<file path="config.mk">
export PLATFORM = sky130hd
export DESIGN_NAME = dst4x4_fwd
export DESIGN_NICKNAME = d
export VERILOG_FILES = /design/src/rtl/dst4x4_fwd.sv
export SDC_FILE = /design/constraint.sdc
export NUM_CORES = 2
export LEC_CHECK = 0
export ABC_AREA = 1
export CORE_ASPECT_RATIO = 1.4
export CORE_MARGIN = 3
export CORE_UTILIZATION = 50
export DETAILED_ROUTE_END_ITERATION = 6
export GPL_TIMING_DRIVEN = 0
export PLACE_DENSITY = 0.74
export SETUP_SLACK_MARGIN = 0.15
export SLEW_MARGIN = 20
export SYNTH_ARGS = -nofsm -noshare
export SYNTH_HDL_FRONTEND = slang
export SYNTH_SLANG_ARGS = --single-unit
</file>
<file path="constraint.sdc">
create_clock -name clk_i -period 22.3 [get_ports clk_i]
set_input_delay 4.46 -clock clk_i [delete_from_list [all_inputs] [get_ports clk_i]]
set_output_delay 4.46 -clock clk_i [all_outputs]
set_load 0.1 [all_outputs]
</file>
<file path="src/rtl/dst4x4_fwd.sv">
// rtl/dst4x4_fwd.sv - sequential forward 4x4 DST-VII engine, column pass then row pass
module dst4x4_fwd #(
    parameter int IN_W   = 9,
    parameter int MID_W  = 16,
    parameter int OUT_W  = 24,
    parameter int SHIFT1 = 1
) (
    input  logic                              clk_i,
    input  logic                              rst_i,
    input  logic                              in_valid_i,
    output logic                              in_ready_o,
    input  logic [0:3][0:3][IN_W-1:0]         in_block_i,
    output logic                              out_valid_o,
    input  logic                              out_ready_i,
    output logic [0:3][0:3][OUT_W-1:0]        out_block_o
);

    localparam int SUM1_W = IN_W + 8;
    localparam logic signed [SUM1_W-1:0] RND1 = SUM1_W'(1) << (SHIFT1 - 1);

    typedef enum logic [1:0] {IDLE, PASS1, PASS2, DONE} state_t;

    state_t                    state_q, state_d;
    logic [1:0]                cnt_q, cnt_d;
    logic signed [IN_W-1:0]    x_q [4][4];
    logic signed [MID_W-1:0]   t_q [4][4];
    logic [0:3][0:3][OUT_W-1:0] y_q;

    logic signed [SUM1_W-1:0]  acc1 [4];
    logic signed [MID_W-1:0]   t_col [4];
    logic signed [OUT_W-1:0]   acc2 [4];

    // Integer DST-VII basis, k selects the basis function (row of M)
    function automatic logic signed [7:0] m_coef(input logic [1:0] k, input logic [1:0] n);
        case ({k, n})
            4'h0:    return 8'sd29;
            4'h1:    return 8'sd55;
            4'h2:    return 8'sd74;
            4'h3:    return 8'sd84;
            4'h4:    return 8'sd74;
            4'h5:    return 8'sd74;
            4'h6:    return 8'sd0;
            4'h7:    return -8'sd74;
            4'h8:    return 8'sd84;
            4'h9:    return -8'sd29;
            4'hA:    return -8'sd74;
            4'hB:    return 8'sd55;
            4'hC:    return 8'sd55;
            4'hD:    return -8'sd84;
            4'hE:    return 8'sd74;
            default: return -8'sd29;
        endcase
    endfunction

    // Pass 1: transform column cnt of X, round and shift into the intermediate width
    always_comb begin
        for (int k = 0; k < 4; k++) begin
            acc1[k] = RND1;
            for (int n = 0; n < 4; n++) begin
                acc1[k] = acc1[k] + SUM1_W'(x_q[n][cnt_q]) * SUM1_W'(m_coef(2'(k), 2'(n)));
            end
            t_col[k] = MID_W'(acc1[k] >>> SHIFT1);
        end
    end

    // Pass 2: transform row cnt of T exactly, no rounding
    always_comb begin
        for (int k = 0; k < 4; k++) begin
            acc2[k] = '0;
            for (int n = 0; n < 4; n++) begin
                acc2[k] = acc2[k] + OUT_W'(t_q[cnt_q][n]) * OUT_W'(m_coef(2'(k), 2'(n)));
            end
        end
    end

    // Next state, pass counter and handshake outputs decoded from the state register
    always_comb begin
        state_d     = state_q;
        cnt_d       = cnt_q;
        in_ready_o  = 1'b0;
        out_valid_o = 1'b0;
        case (state_q)
            IDLE: begin
                in_ready_o = !rst_i;
                if (in_valid_i) begin
                    state_d = PASS1;
                    cnt_d   = 2'd0;
                end
            end
            PASS1: begin
                cnt_d = cnt_q + 2'd1;
                if (cnt_q == 2'd3) begin
                    state_d = PASS2;
                    cnt_d   = 2'd0;
                end
            end
            PASS2: begin
                cnt_d = cnt_q + 2'd1;
                if (cnt_q == 2'd3) begin
                    state_d = DONE;
                    cnt_d   = 2'd0;
                end
            end
            default: begin
                out_valid_o = 1'b1;
                if (out_ready_i) begin
                    state_d = IDLE;
                end
            end
        endcase
    end

    // State, input capture, intermediate and result registers
    always_ff @(posedge clk_i) begin
        if (rst_i) begin
            state_q <= IDLE;
            cnt_q   <= 2'd0;
            y_q     <= '0;
            for (int r = 0; r < 4; r++) begin
                for (int c = 0; c < 4; c++) begin
                    x_q[r][c] <= '0;
                    t_q[r][c] <= '0;
                end
            end
        end else begin
            state_q <= state_d;
            cnt_q   <= cnt_d;
            if (state_q == IDLE && in_valid_i) begin
                for (int r = 0; r < 4; r++) begin
                    for (int c = 0; c < 4; c++) begin
                        x_q[r][c] <= $signed(in_block_i[r][c]);
                    end
                end
            end
            if (state_q == PASS1) begin
                for (int k = 0; k < 4; k++) begin
                    t_q[k][cnt_q] <= t_col[k];
                end
            end
            if (state_q == PASS2) begin
                for (int k = 0; k < 4; k++) begin
                    y_q[cnt_q][k] <= acc2[k];
                end
            end
        end
    end

    assign out_block_o = y_q;

endmodule

</file>
==> metrics.md <==
| Metric | Value |
|---|---|
| Outcome | `finished with violations` |
| Failing checks | `DRC` |
| Fmax | `0.0716 GHz` |
| Clock Path Buffers | `3` |
| Layout cells sized above 1 | `3.64%` |
| Vias in the first global route | `76,600` |
| Nature of the critical path startpoint | `flip-flop` |
| Critical path capture point type | `flip-flop` |
| Synth cell types | `62` |
| Post-synthesis sequential area ratio | `21.4%` |
| Synth Register Bits | `786` |
| Root buffer cell | `clkbuf_16` |
| Ys async rst share | `0%` |
| Final WL | `373 mm` |
| Initial cell density of the core | `50.5%` |
| Clock sinks | `786` |
| Vias per inst | `5.50` |
| Layout area overhead | `14.8%` |
| Slowest stage delay, CP | `1050 ps` |
| Post-CTS Hold Fix Bufs | `0` |
| Fin crit period | `roughly 14,000 ps` |
| Slowest stage cell, crit path | `xor2_1` |
| DRC | `5` |
| Largest net degree at the start of global routing | `63` |
| Synth Warn # | `0` |
| Maximum fanout along the worst path | `10` |
| Worst Skew | `73.5 ps` |
| Primary FF master, synth | `dfxtp_1` |
| Filler instances | `15,800` |
| All-layer global routing usage | `41.3%` |
| Yosys top cell area share | `approximately a quarter` |
| GPL Wtd Cong | `around 1.1` |
| Final worst path period share | `62.6%` |
| Total grt overflow | `0` |
| Site Rows | `180` |
| Final Slew Violations | `0` |
| DR WL/cell | `27.7 um` |
| Die footprint | `179,000 um2` |
| Post-Synthesis Cells | `10,400` |
| Synth area leaders | `fa_1 (24%), ha_1 (17%), inv_1 (12%)` |
| Hold Vio Cnt, Final | `0` |
| Final setup vio count | `0` |
| Nets | `13,500` |
| Setup CP Type | `flip-flop to flip-flop` |
| H-tree levels | `3` |
| Post-detail-place hpwl | `323 mm` |
| Die Wd | `359 um` |
| Setup TNS | `0 ps` |
| Average cell area after synthesis | `8.36 um2` |
| CTS Buf Count | `82` |
| CTS tree | `built` |
| Post-synth EDFFs | `288` |
| First-pass GRT wire length | `523 mm` |
| Post-CTS setup repair buffer count | `0` |
| Clk_lat worst skew | `730 ps` |
| Height of the die | `500 um` |
| IO Port Bufs | `528` |
| Synth top cells by count | `inv_1 (2,823), ha_1 (1,167), nand2_1 (1,127), fa_1 (1,031), nor2_1 (962)` |
| Most common cell in the synthesized netlist | `inv_1` |
| I/O Pins | `about 530` |
| Synth area leader | `fa_1` |
| Initial antenna violation count | `15` |
| Post-synthesis cell area | `87,100 um2` |
| DRT Pass-1 Iters | `7` |
| Core area | `between 150,000 and 200,000 um2` |
| Req. time, crit path | `roughly 23,000 ps` |
| CP dominant cell by count | `inv_1` |
| Initial DRC Count | `6,021` |
| Hold Path Class | `flip-flop to flip-flop` |
| Worst-margin pin slew | `between 1000 and 1500 ps` |
| Clock-pin slew on the worst setup and hold paths | `70 ps` |
| Max_slew headroom | `7.68%` |
| RSZ-0062 raised after global routing | `no` |
| Max Cap Viol | `0` |
| Arrival time worst endpoint | `14,610 ps` |
| PostCTS Resize Cnt | `0` |
| Vias | `about 74,000` |
| ANT nets after route | `0` |
## through the flow
stage          hold slack (ps)  utilization (%)  area, um2  cells  setup WS, ps
2_1_floorplan              441                -      87100  10400         11570
3_3_place_gp               452             55.2      95200  13200          7730
3_5_place_dp               459             56.3      97200  13300          9060
4_1_cts                    468             57.9      99900  13500          8940
5_1_grt                    495             57.9      99900  13500          8120
6_report                   473             57.9      99900  13500          8330
## final cells by class
type / count / area [um2] / share of cell area (%)
Clock buffer: 117 / 2350 / 2.36
Buffer: 251 / 998 / 0.999
Inverter: 2847 / 10700 / 10.7
Tap cell: 2275 / 2850 / 2.85
Sequential cell: 786 / 18600 / 18.6
Timing Repair Buffer: 623 / 6490 / 6.49
Antenna cell: 7 / 17.5 / 0.0175
Multi-Input combinational cell: 6538 / 57600 / 57.6
Clock inverter: 33 / 379 / 0.379
## worst paths after layout
check                                 from                to  slack (ps)  depth (start not counted)
worst max-delay path             flip-flop  out_block_o[305]        8330                         41
worst min-delay path            t_q[3][63]        t_q[3][63]         470                          2
worst max register to register   flip-flop  out_block_o[305]        8330                         41
worst min register to register  t_q[3][63]        t_q[3][63]         470                          2
## kinds of logic after synthesis
| family | synth area share [%] |
|---|---|
| compound gates | 9.14 |
| xor+xnor | 3.20 |
| fa+ha+maj | 40.5 |
| buf+inv | 13.4 |
| flops | 21.4 |
| mux | 0.0115 |
| other cells | 0.00431 |
| simple gates | 12.4 |
## registers in the layout (all words and copies together) (netlist names), named ones only
name and count:
cnt_q 2, out_block_o 380, state_q 2, x_q 144, t_q 256
## worst max-delay path, delay by kind of cell (launching register included)
kind,cells,cell delay [ps]
AND/OR/NAND/NOR,4,570
flip-flops,1,590
buffers and inverters,16,3360
XOR/XNOR,2,1240
AO/OA/AOI/OAI,7,2140
adder cells (fa/ha/maj),12,5960
## cells in the final DEF (no fill, tap or decap), drive strengths merged, types with 9 or more instances in the layout
master and count:
buf 151, edfxtp 288, o31ai 11, a21o 33, a31oi 23, nor2 962, inv 2854, o21bai 32
clkbuf 321, nand2 1146, clkinv 21, nand3 371, ha 1167, a21oi 538, dfxtp 498, clkdlybuf4s50 519
o21ai 522, a21boi 12, a32oi 84, nor4 17, nor3 39, o21a 14, nand4 49, or2 11
o211ai 96, xnor2 119, a211oi 9, xor2 198, nand3b 14, fa 1031
## layer usage
metal,GRT usage (%),part of all wire [%],vias to the layer above
li1,-,-,33600
met1,39.5,31,35900
met2,71.5,49,3323
met3,6.85,6.1,1315
met4,44.8,14,6
met5,0,0.0097,-
Power is left out: the tool's default activity adds up to more than one toggle a clock period on the data nets, which glitch-free logic cannot reach.
